**src/rtl/shift_pkg.sv**
```systemverilog
// Shared definitions for the pipelined shifter.
//   mode_e   : operation selector (SLL, SRL, SRA, ROL)
//   MODE_W   : width of the mode field
//   grp_lo/grp_hi : which shift-amount bits a given pipeline stage handles.
//                   Groups are contiguous, LSB group first; the last stage
//                   absorbs any remainder bits.
package shift_pkg;

  localparam int MODE_W = 2;

  typedef enum logic [MODE_W-1:0] {
    MODE_SLL = 2'd0,
    MODE_SRL = 2'd1,
    MODE_SRA = 2'd2,
    MODE_ROL = 2'd3
  } mode_e;

  // Lowest amount bit handled by stage idx.
  function automatic int grp_lo(input int shw, input int stages, input int idx);
    return idx * (shw / stages);
  endfunction

  // Highest amount bit handled by stage idx.
  function automatic int grp_hi(input int shw, input int stages, input int idx);
    if (idx == stages - 1) return shw - 1;
    return (idx + 1) * (shw / stages) - 1;
  endfunction

endpackage

```
**src/rtl/shift_stage.sv**
```systemverilog
// One pipeline stage of the shifter: partial shift by amount bits [HI:LO],
// carry update, and a register set with valid/ready control.
//
// Handshake: a beat moves on a clock edge when the producer's valid and the
// consumer's ready are both high. up_ready = !valid || dn_ready, so a stage
// accepts when it is empty or its content leaves this same edge. While a
// stage is full and dn_ready is low its registers are frozen.
//
// Ports:
//   clk, rst                   clock, synchronous active-high reset
//   up_valid/up_ready          upstream handshake
//   up_data/up_mode/up_amt     operand, mode and full shift amount
//   up_carry                   carry produced by earlier stages
//   dn_ready                   downstream ready
//   valid, data, mode, amt     registered stage outputs
//   carry, zero                registered carry and data==0 flag
module shift_stage
  import shift_pkg::*;
#(
  parameter int WIDTH = 32,
  parameter int LO    = 0,
  parameter int HI    = 0,
  localparam int SHW  = $clog2(WIDTH)
) (
  input  logic             clk,
  input  logic             rst,
  input  logic             up_valid,
  output logic             up_ready,
  input  logic [WIDTH-1:0] up_data,
  input  mode_e            up_mode,
  input  logic [SHW-1:0]   up_amt,
  input  logic             up_carry,
  input  logic             dn_ready,
  output logic             valid,
  output logic [WIDTH-1:0] data,
  output mode_e            mode,
  output logic [SHW-1:0]   amt,
  output logic             carry,
  output logic             zero
);

  logic [SHW-1:0]   s;        // this stage's partial shift amount
  logic [SHW-1:0]   idx_l;    // WIDTH - s (mod WIDTH): bit leaving at the MSB end
  logic [SHW-1:0]   idx_r;    // s - 1: bit leaving at the LSB end
  logic [WIDTH-1:0] sh_data;
  logic             sh_carry;

  assign up_ready = !valid || dn_ready;

  always_comb begin
    s        = '0;
    s[HI:LO] = up_amt[HI:LO];
    idx_l    = ~s + 1'b1;
    idx_r    = s - 1'b1;
    sh_data  = up_data;
    sh_carry = up_carry;
    case (up_mode)
      MODE_SLL: begin
        sh_data = up_data << s;
        if (s != '0) sh_carry = up_data[idx_l];
      end
      MODE_SRL: begin
        sh_data = up_data >> s;
        if (s != '0) sh_carry = up_data[idx_r];
      end
      MODE_SRA: begin
        sh_data = WIDTH'($signed(up_data) >>> s);
        if (s != '0) sh_carry = up_data[idx_r];
      end
      MODE_ROL: begin
        // For s == 0 both halves equal up_data, so the OR is a no-op.
        sh_data = (up_data << s) | (up_data >> idx_l);
        if (s != '0) sh_carry = up_data[idx_l];
      end
      default: begin
        sh_data  = up_data;
        sh_carry = up_carry;
      end
    endcase
  end

  always_ff @(posedge clk) begin
    if (rst) begin
      valid <= 1'b0;
      data  <= '0;
      carry <= 1'b0;
      zero  <= 1'b0;
    end else if (up_ready) begin
      valid <= up_valid;
      if (up_valid) begin
        data  <= sh_data;
        mode  <= up_mode;
        amt   <= up_amt;
        carry <= sh_carry;
        zero  <= (sh_data == '0);
      end
    end
  end

  // Only this stage's slice of up_amt feeds the shift; the rest is forwarded.
  logic unused_amt;
  assign unused_amt = ^up_amt;

endmodule

```
**src/rtl/shift_unit_pipe.sv**
```systemverilog
// Pipelined barrel shifter / rotator with valid/ready flow control.
// The shift amount is split across STAGES stages; each stage shifts by its
// own slice and registers the result, so latency is STAGES cycles and
// throughput one beat per cycle. Bubbles collapse; a stalled output holds.
//
// Ports:
//   clk, rst            clock, synchronous active-high reset
//   in_valid/in_ready   input handshake
//   in_data, in_amt     operand and shift amount (0..WIDTH-1)
//   in_mode             0=SLL, 1=SRL, 2=SRA, 3=ROL
//   out_valid/out_ready output handshake
//   out_data            result
//   out_carry           last bit shifted/rotated out (0 for amount 0)
//   out_zero            out_data == 0
module shift_unit_pipe
  import shift_pkg::*;
#(
  parameter int WIDTH  = 32,
  parameter int STAGES = 2,
  localparam int SHW   = $clog2(WIDTH)
) (
  input  logic              clk,
  input  logic              rst,
  input  logic              in_valid,
  output logic              in_ready,
  input  logic [WIDTH-1:0]  in_data,
  input  logic [SHW-1:0]    in_amt,
  input  logic [MODE_W-1:0] in_mode,
  output logic              out_valid,
  input  logic              out_ready,
  output logic [WIDTH-1:0]  out_data,
  output logic              out_carry,
  output logic              out_zero
);

  // Index 0 is the input side, index STAGES the output side.
  logic             v_a [0:STAGES];
  logic             r_a [0:STAGES];
  logic [WIDTH-1:0] d_a [0:STAGES];
  mode_e            m_a [0:STAGES];
  logic [SHW-1:0]   a_a [0:STAGES];
  logic             c_a [0:STAGES];
  logic             z_a [1:STAGES];

  assign v_a[0]      = in_valid;
  assign d_a[0]      = in_data;
  assign m_a[0]      = mode_e'(in_mode);
  assign a_a[0]      = in_amt;
  assign c_a[0]      = 1'b0;
  assign r_a[STAGES] = out_ready;

  assign in_ready  = r_a[0];
  assign out_valid = v_a[STAGES];
  assign out_data  = d_a[STAGES];
  assign out_carry = c_a[STAGES];
  assign out_zero  = z_a[STAGES];

  for (genvar i = 0; i < STAGES; i++) begin : g_stage
    shift_stage #(
      .WIDTH (WIDTH),
      .LO    (grp_lo(SHW, STAGES, i)),
      .HI    (grp_hi(SHW, STAGES, i))
    ) u_stage (
      .clk      (clk),
      .rst      (rst),
      .up_valid (v_a[i]),
      .up_ready (r_a[i]),
      .up_data  (d_a[i]),
      .up_mode  (m_a[i]),
      .up_amt   (a_a[i]),
      .up_carry (c_a[i]),
      .dn_ready (r_a[i+1]),
      .valid    (v_a[i+1]),
      .data     (d_a[i+1]),
      .mode     (m_a[i+1]),
      .amt      (a_a[i+1]),
      .carry    (c_a[i+1]),
      .zero     (z_a[i+1])
    );
    // Zero flags of intermediate stages are not needed.
    if (i < STAGES - 1) begin : g_unused_z
      logic unused_z;
      assign unused_z = z_a[i+1];
    end
  end

  // Mode and amount are not needed past the last stage.
  logic unused_tail;
  assign unused_tail = ^{m_a[STAGES], a_a[STAGES]};

endmodule
```
**config.mk**
```make
export PLATFORM = sky130hd
export DESIGN_NAME = shift_unit_pipe
export DESIGN_NICKNAME = d
export VERILOG_FILES = /design/src/rtl/shift_pkg.sv /design/src/rtl/shift_stage.sv /design/src/rtl/shift_unit_pipe.sv
export SDC_FILE = /design/constraint.sdc
export NUM_CORES = 1
export LEC_CHECK = 0
export ABC_AREA = 1
export CAP_MARGIN = 40
export CORE_AREA = 2 2 219 113
export CTS_CLUSTER_DIAMETER = 80
export DETAILED_ROUTE_END_ITERATION = 7
export DIE_AREA = 0 0 221 115
export GPL_ROUTABILITY_DRIVEN = 1
export PLACE_DENSITY = 0.5
export SLEW_MARGIN = 20
export SYNTH_ARGS = -nofsm -noshare
export SYNTH_HDL_FRONTEND = slang
export SYNTH_SLANG_ARGS = --single-unit
```
**constraint.sdc**
```tcl
create_clock -name clk -period 3 [get_ports clk]
set_input_delay 0.6 -clock clk [delete_from_list [all_inputs] [get_ports clk]]
set_output_delay 0.6 -clock clk [all_outputs]
set_load 0.005 [all_outputs]
```
# [Yosys cells after proc, flatten, opt, wreduce, memory -nomap -nowiden]
# Index checks and enable logic that the tools add are counted.
[op_classes] eq_ne=6 div=0 multipliers=0 n_lt_le_gt_ge=4 n_bitwise=5 add_sub_neg=4 n_mux=16 n_shift=8 n_reduce_logical=16
[op_table] op="case mux 32 bit (4 select lines)" count=2
[op_table] op="right shift 32 x 5 -> 32 bit" count=3
[op_table] op="bitwise OR 32 bit" count=2
[op_table] op="zero test 32 bit" count=1
[op_table] op="left shift 32 x 2 -> 32 bit" count=1
[op_table] op="left shift 32 x 5 -> 32 bit" count=1
[op_table] op="right shift 32 x 2 -> 32 bit" count=1
[op_table] op=">>> shifter 32 x 2 -> 32 bit" count=1
[op_table] op=">>> shifter 32 x 5 -> 32 bit" count=1
[op_table] op="< comparator 5 x 6 -> 1 bit, second input constant" count=4
[op_table] op="binary-select mux 1 bit (select 5 bit)" count=4
[op_table] op="adder 5 x 1 -> 5 bit, second input constant" count=2
[op_table] op="equality test 2 bit, second input constant" count=4
[op_table] op="two-way mux 1 bit" count=8
[op_table] op="OR reduction 2 bit" count=4
[op_table] op="inverter 2 -> 5 bit" count=1
[op_table] op="inverter 5 bit" count=1
[op_table] op="subtractor 5 x 1 -> 5 bit, second input constant" count=1
[op_table] op="equality test 2 x 1 -> 1 bit, second input constant" count=2
[op_table] op="zero test 2 bit" count=2
[op_table] op="case mux 1 bit (2 select lines)" count=2
[op_table] op="AND reduction 2 bit" count=2
[op_table] op="AND reduction 3 bit" count=1
[op_table] op="nonzero test 3 bit" count=1
[op_table] op="other kinds (5)" count=7
[word_totals] reg_bits=76 input_bits=43 latchBits=0 output_inout_bits=36 ramBits=0 n_memories=0 romBits=0

# [Longest topological paths before layout]
# Gate-level depths: netlist of the first run.
[logic_depth] word_depth=6 depth_mapped=18 depth_no_buf=17

# [Hierarchy]
# From an unflattened synthesis of the first run, not the netlist that was laid out.
[hier_totals] cells_unflattened=1635 hier_area_um2=9028.7
[by_module_without_submodules] module="shift_stage at g_stage[1].u_stage" n_inst=1 area_each_um2=4853.4 seq_area_each_um2=910.9 cells_each=867
[by_module_without_submodules] module="shift_stage at g_stage[0].u_stage" n_inst=1 area_each_um2=4171.5 seq_area_each_um2=910.9 cells_each=767
[by_module_without_submodules] module="shift_unit_pipe" n_inst=1 area_each_um2=3.8 seq_area_each_um2=0.0 cells_each=1

# [Least setup slack after synthesis of the first run]
# Ideal clock, no wire load.
[synth_timing] path_kind="input-to-reg" startpoint="input in_amt[0]" endpoint="register g_stage[0].u_stage.data[6]" required_time_ps=2926 t_arrival_ps=2523 n_path_buf=5 cell_stages=11 setup_ps=74 path_slack_ps=403 cell_sequence="inv_2 > buf_2 > buf_2 > buf_2 > ha_1 > clkbuf_1 > buf_1 > nor2_1 > o31ai_1 > nand2_1 > a31oi_1"
[synth_via] elab_chain_cells=5 elab_cells_between_ends=8 cone_classes="1 x add/sub; 4 x shift; 1 x mux; 2 x bitwise"
[synth_rtl] element="start: declaration" line_no="shift_unit_pipe.sv:27" text="input logic [SHW-1:0] in_amt,"
[synth_rtl] element="inverter 2 -> 5 bit" line_no="shift_stage.sv:53" text="idx_l = ~s + 1'b1;"
[synth_rtl] element="adder 5 x 1 -> 5 bit" line_no="shift_stage.sv:53"
[synth_rtl] element="right shift 32 x 5 -> 32 bit" line_no="shift_stage.sv:72" text="sh_data = (up_data << s) | (up_data >> idx_l);"
[synth_rtl] element="bitwise OR 32 bit" line_no="shift_stage.sv:72"
[synth_rtl] element="case mux 32 bit (4 select lines) *" line_no="shift_stage.sv:57" text="case (up_mode)"
[synth_rtl] element="end signal: assignment" line_no="shift_stage.sv:91" text="data <= sh_data;"
[synth_rtl] element="end: declaration" line_no="shift_stage.sv:35" text="output logic [WIDTH-1:0] data,"
# Every way passes the cells marked *; elsewhere a longest branch is shown, timed or not.
# A chain may end at the register's enable or synchronous reset.

# [Worst setup path in the final report of the first run]
[layout_timing] startpoint="register g_stage[0].u_stage.mode[0]" endpoint="register g_stage[1].u_stage.zero"
[layout_via] elab_chain_cells=3 elab_cells_between_ends=6 cone_classes="3 x eq/ne; 1 x mux; 2 x reduce/logical"
[layout_rtl] element="start: declaration" line_no="shift_stage.sv:36" text="output mode_e mode,"
[layout_rtl] element="start signal: assignment" line_no="shift_stage.sv:92" text="mode <= up_mode;"
[layout_rtl] element="equality test 2 bit (tied with other cells)" line_no="shift_stage.sv:57"
[layout_rtl] element="case mux 32 bit (4 select lines) *" line_no="shift_stage.sv:57"
[layout_rtl] element="zero test 32 bit *" line_no="shift_stage.sv:95" text="zero <= (sh_data == '0);"
[layout_rtl] element="end signal: assignment" line_no="shift_stage.sv:95"
[layout_rtl] element="end: declaration" line_no="shift_stage.sv:39" text="output logic zero"
# Marked as above.

==> results of run 1 <==
==> cell type report <==
type	instances	area (µm²)	area share (%)
Sequential cell	74	1530	16.3
Clock buffer	12	267	2.84
Multi-Input combinational cell	1172	5530	59.0
Clock inverter	2	12.5	0.133
Inverter	96	360	3.84
Tap cell	315	394	4.20
Timing Repair Buffer	130	1280	13.7
==> flip-flops by register name, indices dropped and copies added (netlist names) <==
name,cells
g_stage.u_stage.mode,2
g_stage.u_stage.data,64
g_stage.u_stage.zero,1
g_stage.u_stage.amt,3
g_stage.u_stage.valid,2
g_stage.u_stage.carry,2
==> worst max path at each step <==
stage	startpoint	endpoint	slack (ns)	depth (start not counted)
after floorplan	in_amt[0]	g_stage[0].u_stage.data[6]$_SDFFE_PP0P_	0.40	11
after global placement	in_amt[0]	g_stage[0].u_stage.data[0]$_SDFFE_PP0P_	0.11	10
after detailed placement	in_mode[1]	g_stage[0].u_stage.data[21]$_SDFFE_PP0P_	0.20	9
after CTS	g_stage[0].u_stage.mode[0]$_DFFE_PP_	g_stage[1].u_stage.zero$_SDFFE_PP0P_	0.26	19
after global routing	g_stage[0].u_stage.mode[0]$_DFFE_PP_	g_stage[1].u_stage.zero$_SDFFE_PP0P_	0.04	19
final	g_stage[0].u_stage.mode[0]$_DFFE_PP_	g_stage[1].u_stage.zero$_SDFFE_PP0P_	0.24	19
==> cell usage after synthesis (all sizes together) <==
cell type / n
a21oi: 89
buf: 84
dfxtp: 69
o22ai: 17
edfxtp: 5
nand4: 8
o31ai: 4
nor2: 100
nor3: 7
o21ai: 123
ha: 12
o21a: 2
a22oi: 5
nand2: 454
o311ai: 2
and2: 3
inv: 93
a31oi: 29
clkbuf: 48
mux2i: 1
a21boi: 3
o211ai: 16
o32ai: 2
o221ai: 1
or2: 3
clkinv: 3
a211oi: 12
nand3: 279
==> logic make-up (layout without fill, tap and decap cells) <==
kind of cell	after synthesis	in the layout	synth area share (%)
adder cells (fa/ha/maj)	12	12	1.85
multiplexers	1	1	0.123
AND/OR/NAND/NOR	854	854	45.0
flip-flops	74	74	18.9
buffers and inverters	228	240	13.1
AO/OA/AOI/OAI	305	305	21.1
==> stage by stage <==
stage                     utilization, %  hold WS [ns]  std cells  setup WS (ns)
after floorplan                        -         0.454       1474          0.403
after global placement              38.6         0.487       1786          0.113
after detailed placement            38.6         0.485       1787          0.200
after CTS                           39.8         0.504       1801          0.259
after global routing                39.8         0.521       1801         0.0357
final                               39.8         0.498       1801          0.239
==> worst reg2reg max path, cell delays in order, from the launching register on <==
cell and delay (ns):
edfxtp_1 0.38, inv_1 0.08, ha_1 0.22, buf_4 0.17, nand2_1 0.11, inv_1 0.06
nand2_1 0.08, nand2_1 0.08, clkinv_1 0.07, buf_4 0.20, o21ai_0 0.13, nor2_2 0.22
nand2_1 0.08, nand2_1 0.21, nand2_1 0.10, nor2_1 0.11, nand2_1 0.11, nor2_1 0.11
nand2_1 0.06, a21oi_1 0.11
==> per-layer routing <==
metal | vias to the layer above | track usage (%) | share of wire, % | wire [µm]
li1 | 4963 | - | - | -
met5 | - | 0 | 0 | 0
met3 | 35 | 7.69 | 12 | 4410
met2 | 560 | 34.5 | 35 | 12400
met1 | 4767 | 46.2 | 52 | 18600
met4 | 0 | 4.92 | 0.93 | 331
==> timing repair <==
action / 4_1_cts / 5_1_grt
hold buffers: 0 / 0
buffers inserted: 0 / 0
resized for setup: 0 / 1
endpoints found under the setup margin: 0 / 1
==> power by group through the flow <==
stage          clock [µW]  sequential [µW]  combinational [µW]
3_5_place_dp            0             1170                1290
2_1_floorplan           0             1130                 850
5_1_grt              1120             1150                1460
6_report             1060             1150                1330
3_3_place_gp            0             1170                1300
4_1_cts              1080             1150                1290
==> flow_summary.toml, run 1 <==
[global_routing]
track_usage_pct = 28.1
grt_max_degree = 66
grt_pass1_vias = 9140
grt_pass1_wl_um = 55000
antenna_found_initial = 0
grt-ovfl-total = 0

[setup_path]
r2r-end = "g_stage[1].u_stage.zero$_SDFFE_PP0P_"
crit_family = "simple AND/OR/NAND/NOR gates"
critPathSlowestCell = "edfxtp_1"
worst_ep_arrival_time_ns = 3.05
cp-end-kind = "flip-flop"
worstSetupStartpointType = "flip-flop"
cpPeakStageDelay_ns = 0.38
cp_data_required_time_ns = 3.29
path_common_cell = "nand2_1"
r2r_cells = 19
path_buf_inv = 5
path_cells = "inv_1 > ha_1 > buf_4 > nand2_1 > inv_1 > nand2_1 > nand2_1 > clkinv_1 > buf_4 > o21ai_0 > nor2_2 > nand2_1 > nand2_1 > nand2_1 > nor2_1 > nand2_1 > nor2_1 > nand2_1 > a21oi_1"
ff2ff_setup_slack_ns = 0.24
crit_path_max_fanout = 9
r2r-start = "g_stage[0].u_stage.mode[0]$_DFFE_PP_"
critical_path_class = "reg -> reg"

[finish]
num-fill-cells = 2592
nets = 1538
stdcell_area_mm2 = 0.00938
drive_gt1_share_pct = 6.59
final_cell_mix = "nand2_1, nand3_1, o21ai_0"
syn_to_final_growth_pct = 15.5
final_common_cell = "nand2_1"
antennaDiodeCount = 0

[cts]
worstSkewPairLatency_ns = 0.36
clk_pin_slew_ns = 0.06
cts_tree = "done"
clkSinkCount = 74
htreeDepth = 3
cts_root_buffer = "clkbuf_16"
cts-buffers-inserted = 9
clockBufferDepth = 2

[sta]
finalSetupTns_ns = 0
finalHoldViolCount = 0
period_minus_slack_ns = 2.76
fmax_ghz = 0.362
skew_ns = 0.00640
period_share_pct = 92.0
slew_headroom_pct = 44.6
tightest_slew_ns = 0.829
slew_violations = 0
setup_viol = 0
rsz0062_at_grt = "no"

[die]
die_h_um = 115
dieArea_mm2 = 0.0254
start_util_pct = 34.5
die_width_um = 221
pin_count = 79
coreArea_mm2 = 0.0236
num_rows = 40

[min_path]
whs_endpoint = "g_stage[1].u_stage.data[12]$_SDFFE_PP0P_"
hold_path_startpoint = "g_stage[1].u_stage.data[12]$_SDFFE_PP0P_"
hold_depth = 2
hold_path.class = "reg -> reg"

[logic_synthesis]
syn_inst = 1474
seq_area_frac_synth_pct = 18.9
ys_ff_latch = 74
syn-num-nets = 1529
synth_area_leader_cell = "nand2_1"
avgSynthCellArea_um2 = 5.51
synth.area.top_cells = "nand2_1, nand3_1, dfxtp_1"
synth_area_mm2 = 0.00812
yosys_warnings = 0
ys_types = 37
synth_top_area_share_pct = 20.1

[power_and_ir_drop]
net-switching-power_uw = 1380
intPower_uw = 2160
power_density_mw_per_mm2 = 377
p_sw_share_pct = 39.0
vdd_ir_drop_max_mv = 0.201
p_leak_uw = 0.00441
fin_total_pwr_uw = 3540
clkPwrFrac_pct = 29.9
seqPwrFrac_pct = 32.5
combPwrFrac_pct = 37.6

[placed_design]
dp_hpwl_um = 27500
place_area_mm2 = 0.00910
port_buffers = 78
gp_congestion = 0.966

[route]
drc_errors = 0
vias = 10300
vias_per_cell = 5.73
wire_per_inst_um = 19.8
drt_iter0_markers = 1835
drt_pass1_iterations = 6
antenna_left = 0
routed_wl_um = 35700

[flow_run]
maxCapViolCount = 0

[outcome]
status = "completed"
Power figures use the tool's default switching activity.
==> run 2: changes to the inputs <==
--- a/config.mk
+++ b/config.mk
@@ -7,12 +7,12 @@
 export LEC_CHECK = 0
 export ABC_AREA = 1
 export CAP_MARGIN = 40
-export CORE_AREA = 2 2 219 113
+export CORE_AREA = 2 2 236 122
 export CTS_CLUSTER_DIAMETER = 80
 export DETAILED_ROUTE_END_ITERATION = 7
-export DIE_AREA = 0 0 221 115
+export DIE_AREA = 0 0 238 124
 export GPL_ROUTABILITY_DRIVEN = 1
-export PLACE_DENSITY = 0.5
+export PLACE_DENSITY = 0.46
 export SLEW_MARGIN = 20
 export SYNTH_ARGS = -nofsm -noshare
 export SYNTH_HDL_FRONTEND = slang
==> flow_summary.toml, run 2 (same netlist as run 1, synthesis figures left out) <==
[flow_run]
maxCapViolCount = 0

[cts]
htreeDepth = 3
worstSkewPairLatency_ns = 0.37
cts_tree = "done"
cts-buffers-inserted = 9
cts_root_buffer = "clkbuf_16"
cts_hold_buf = 0
clkSinkCount = 74
clk_pin_slew_ns = 0.06
clockBufferDepth = 2

[finish]
num-fill-cells = 3068
nets = 1550
final_cell_mix = "nand2_1, nand3_1, o21ai_0"
final_common_cell = "nand2_1"
final_cells = 1860
largest_reg_flops = 64
largest-register = "g_stage.u_stage.data"
multi_input_area_mm2 = 0.00553
seqCellArea_mm2 = 0.00153
drive_gt1_share_pct = 7.27
syn_to_final_growth_pct = 16.9
biggestRegsByFlops = "g_stage.u_stage.data (64), g_stage.u_stage.amt (3)"
antennaDiodeCount = 0

[placed_design]
dp_hpwl_um = 29000
port_buffers = 78
placedCellCount = 1844
gp_congestion = 1.00

[route]
wire_per_inst_um = 20.0
drc_errors = 0
antenna_left = 0
routed_wl_um = 37200
vias = 10500
vias_per_cell = 5.63
drt_iter0_markers = 1611
drt_pass1_iterations = 6

[sta]
tightest_slew_ns = 0.773
fmax_ghz = 0.358
rsz0062_at_grt = "no"
setup_viol = 0
finalHoldViolCount = 0
slew_headroom_pct = 48.3
period_minus_slack_ns = 2.79
slew_violations = 0
skew_ns = 0.00886
finalSetupTns_ns = 0
period_share_pct = 93.1

[setup_path]
critical_path_class = "reg -> reg"
path_common_cell = "nand2_1"
path_cells = "inv_2 > ha_1 > buf_4 > nand4_1 > nand2_1 > nor2_1 > nand3_1 > a21oi_2 > nand2_1 > nor2_1 > nand2_1 > nor2_1 > nand2_1 > a21oi_1"
cpPeakStageDelay_ns = 0.61
cp-end-kind = "flip-flop"
critPathSlowestCell = "edfxtp_1"
r2r-start = "g_stage[0].u_stage.amt[4]$_DFFE_PP_"
crit_path_max_fanout = 19
crit_start = "g_stage[0].u_stage.amt[4]$_DFFE_PP_"
cp_data_required_time_ns = 3.30
worst_ep_arrival_time_ns = 3.09
worstSetupStartpointType = "flip-flop"

[global_routing]
antenna_found_initial = 0
grt-ovfl-total = 0
grt_pass1_wl_um = 57100
grt_pass1_vias = 9313
track_usage_pct = 25.5
grt_max_degree = 66

[power_and_ir_drop]
net-switching-power_uw = 1420
vdd_ir_drop_max_mv = 0.213
intPower_uw = 2190
combPwrFrac_pct = 37.2
seqPwrFrac_pct = 31.9
p_leak_uw = 0.00446
p_sw_share_pct = 39.3
clkPwrFrac_pct = 30.8
power_density_mw_per_mm2 = 379

[die]
dieArea_mm2 = 0.0295
die_width_um = 238
coreArea_mm2 = 0.0273
pin_count = 79
die_h_um = 124
start_util_pct = 29.7
num_rows = 43

[min_path]
hold_path.class = "reg -> reg"
hold_path_startpoint = "g_stage[1].u_stage.data[14]$_SDFFE_PP0P_"

[outcome]
status = "completed"
[run 2: changes by cell type in the layout (fill, tap and decap cells not counted)]
cell,before,now
clkbuf_8,3,0
bufinv_16,0,1
clkbuf_1,0,3
buf_12,9,6
clkinvlp_4,1,0
nor2_2,3,2
buf_4,43,58
nor2_1,97,98
a21oi_1,88,87
a21oi_2,1,2
clkinv_4,0,2
[run 2: area by class of cell]
type                       instances  area share (%)
multi-input combinational       1172            58.2
sequential                        74            16.1
timing repair buffer             142            14.1
tap                              360            4.74
inverter                          96            3.79
clock buffer                      12            2.49
clock inverter                     4           0.553
[run 2: path summary, 6_finish.rpt]
path,endpoint,depth (start not counted),slack (ns)
worst max-delay path,g_stage[1].u_stage.zero$_SDFFE_PP0P_,14,0.21
worst min-delay path,g_stage[1].u_stage.data[14]$_SDFFE_PP0P_,2,0.50
worst max register to register,g_stage[1].u_stage.zero$_SDFFE_PP0P_,14,0.21
worst min register to register,g_stage[1].u_stage.data[14]$_SDFFE_PP0P_,2,0.50
[run 2: worst max-delay path: cells and delay by family (launching register included)]
kind | cells | cell delay, ns
AO/OA/AOI/OAI | 2 | 0.45
AND/OR/NAND/NOR | 9 | 0.83
adder cells (fa/ha/maj) | 1 | 0.35
buffers and inverters | 2 | 0.45
flip-flops | 1 | 0.61
[run 2: routing by layer]
layer,vias to the layer above,global-route usage [%],wire [µm]
li1,4987,-,-
met1,4833,41.1,19000
met2,601,31.9,13100
met3,54,7.69,4620
met4,0,3.59,464
met5,-,0,0
[run 2: what timing repair did]
item,CTS,global route
setup endpoints to repair,0,1
buffers inserted,0,0
endpoints found under the hold margin,0,0
gates resized for setup,0,1
[run 2: power by group through the flow]
stage / clock network, µW / logic [µW] / registers [µW]
floorplan: 0 / 850 / 1130
global placement: 0 / 1310 / 1170
detailed placement: 0 / 1300 / 1170
CTS: 1130 / 1310 / 1150
global route: 1180 / 1480 / 1160
finish: 1110 / 1340 / 1150
[run 2: per-stage QoR]
| step | worst slack (ns) | hold WS (ns) | total power, µW | util [%] | cell area, µm² |
|---|---|---|---|---|---|
| 2_1_floorplan | 0.403 | 0.454 | 1980 | - | 8120 |
| 3_3_place_gp | 0.123 | 0.488 | 2480 | 33.7 | 9200 |
| 3_5_place_dp | 0.0598 | 0.486 | 2470 | 33.7 | 9210 |
| 4_1_cts | 0.156 | 0.506 | 3590 | 34.7 | 9500 |
| 5_1_grt | 0.00672 | 0.527 | 3810 | 34.8 | 9500 |
| 6_report | 0.206 | 0.502 | 3600 | 34.8 | 9500 |
==> run 3: changes to the inputs <==
--- a/config.mk
+++ b/config.mk
@@ -7,10 +7,10 @@
 export LEC_CHECK = 0
 export ABC_AREA = 1
 export CAP_MARGIN = 40
-export CORE_AREA = 2 2 236 122
+export CORE_AREA = 2 2 168 170
 export CTS_CLUSTER_DIAMETER = 80
 export DETAILED_ROUTE_END_ITERATION = 7
-export DIE_AREA = 0 0 238 124
+export DIE_AREA = 0 0 170 172
 export GPL_ROUTABILITY_DRIVEN = 1
 export PLACE_DENSITY = 0.46
 export SLEW_MARGIN = 20
==> flow_summary.toml, run 3 (same netlist as run 1, synthesis figures left out) <==
[cts]
cts_tree = "done"
post-cts-setup-buffers = 0
htreeDepth = 3
clockBufferDepth = 2
clkSinkCount = 74
worstSkewPairLatency_ns = 0.35
cts_root_buffer = "clkbuf_16"
cts_resized = 0
cts-buffers-inserted = 9
clk_pin_slew_ns = 0.07
cts_hold_buf = 0

[global_routing]
busiest_layer = "met2"
grt_pass1_vias = 9264
grtUsageMet3_pct = 2.84
antenna_found_initial = 0
grtUsageMet2_pct = 38.8
grt_pass1_wl_um = 54200
grt-ovfl-total = 0
grt_util_met1_pct = 33.0
grt_max_degree = 66
track_usage_pct = 23.9

[route]
drt_pass1_iterations = 5
drc_errors = 0
vias = 10200
antenna_left = 0
vias_per_cell = 5.55
routed_wl_um = 35300
wire_per_inst_um = 19.3
drt_iter0_markers = 1044

[sta]
fmax_ghz = 0.362
slew_violations = 0
worst_slack_ns = 0.240
rsz0062_at_grt = "no"
period_minus_slack_ns = 2.76
finalHoldViolCount = 0
skew_ns = 0.0144
slew_headroom_pct = 46.1
tightest_slew_ns = 0.805
setup_viol = 0
period_share_pct = 92.0
finalSetupTns_ns = 0

[die]
die_width_um = 170
coreArea_mm2 = 0.0275
num_rows = 61
pin_count = 79
dieArea_mm2 = 0.0292
die_h_um = 172
start_util_pct = 29.6

[setup_path]
ff2ff_setup_slack_ns = 0.24
worst_ep_arrival_time_ns = 2.98
cp_data_required_time_ns = 3.22
path_common_cell = "nand2_1"
r2r_cells = 16
crit_path_max_fanout = 8
r2r-start = "g_stage[0].u_stage.mode[1]$_DFFE_PP_"
critical_path_class = "reg -> reg"
cp-end-kind = "flip-flop"
cpPeakStageDelay_ns = 0.62
critPathSlowestCell = "nor2_1"
path_cells = "inv_1 > ha_1 > nor2_2 > nor2_1 > buf_4 > nand2_1 > nand3_1 > a21oi_1 > nand2_1 > nand2_1 > nand2_1 > nor2_1 > nand2_1 > nor2_1 > nand2_1 > a21oi_1"
worstSetupStartpointType = "flip-flop"
r2r-end = "g_stage[1].u_stage.zero$_SDFFE_PP0P_"
crit_start = "g_stage[0].u_stage.mode[1]$_DFFE_PP_"
endpoint = "g_stage[1].u_stage.zero$_SDFFE_PP0P_"

[placed_design]
place_ws_ns = 0.242
dp_hpwl_um = 25800
port_buffers = 78
gp_congestion = 0.925

[power_and_ir_drop]
power_density_mw_per_mm2 = 398
vdd_ir_drop_max_mv = 0.274
p_leak_uw = 0.00442

[finish]
biggestRegsByFlops = "g_stage.u_stage.data (64), g_stage.u_stage.amt (3)"
syn_to_final_growth_pct = 16.0
antennaDiodeCount = 0
final_common_cell = "nand2_1"
final_cell_mix = "nand2_1, nand3_1, o21ai_0"
largest-register = "g_stage.u_stage.data"
nets = 1534
largest_reg_flops = 64
drive_gt1_share_pct = 6.47
final_util_pct = 34.3

[min_path]
hold_path.class = "reg -> reg"

[outcome]
status = "completed"

[flow_run]
maxCapViolCount = 0
[run 3: worst min path at each step]
stage,startpoint,end,cells past startpoint
floorplan,g_stage[1].u_stage.zero$_SDFFE_PP0P_,g_stage[1].u_stage.zero$_SDFFE_PP0P_,2
global placement,g_stage[1].u_stage.zero$_SDFFE_PP0P_,g_stage[1].u_stage.zero$_SDFFE_PP0P_,2
detailed placement,g_stage[1].u_stage.data[13]$_SDFFE_PP0P_,g_stage[1].u_stage.data[13]$_SDFFE_PP0P_,2
CTS,g_stage[1].u_stage.zero$_SDFFE_PP0P_,g_stage[1].u_stage.zero$_SDFFE_PP0P_,2
global route,g_stage[1].u_stage.zero$_SDFFE_PP0P_,g_stage[1].u_stage.zero$_SDFFE_PP0P_,2
finish,g_stage[1].u_stage.zero$_SDFFE_PP0P_,g_stage[1].u_stage.zero$_SDFFE_PP0P_,2
[run 3: stage by stage]
| stage | power (µW) | cell area (µm²) | cells | hold slack (ns) |
|---|---|---|---|---|
| final | 3750 | 9430 | 1830 | 0.492 |
| after global routing | 3970 | 9430 | 1830 | 0.512 |
| after CTS | 3770 | 9420 | 1830 | 0.501 |
| after detailed placement | 2440 | 9060 | 1814 | 0.491 |
| after global placement | 2450 | 9060 | 1814 | 0.483 |
| after floorplan | 1980 | 8120 | 1474 | 0.454 |
[run 3: routing by layer]
metal,vias up,routed length (µm)
li1,4960,-
met4,0,1070
met5,-,0
met3,72,2370
met2,462,15900
met1,4657,16000
[run 3: worst max-delay path: cells and delay by family, from the launching register on]
family | cells | cell delay [ns]
simple gates | 11 | 1.37
flops | 1 | 0.52
buf+inv | 2 | 0.40
fa+ha+maj | 1 | 0.22
compound gates | 2 | 0.13
[run 3: cell type report]
class / count / area, µm²
clock buffer: 11 / 275
timing repair buffer: 126 / 1200
tap: 346 / 433
fill: 3163 / 18100
clock inverter: 5 / 88.8
multi-input combinational: 1172 / 5530
sequential: 74 / 1530
inverter: 96 / 364
[run 3: power breakdown]
part | internal [µW] | switching, µW
Combinational | 455 | 824
Clock | 841 | 475
Sequential | 1070 | 90.0
Total | 2360 | 1390
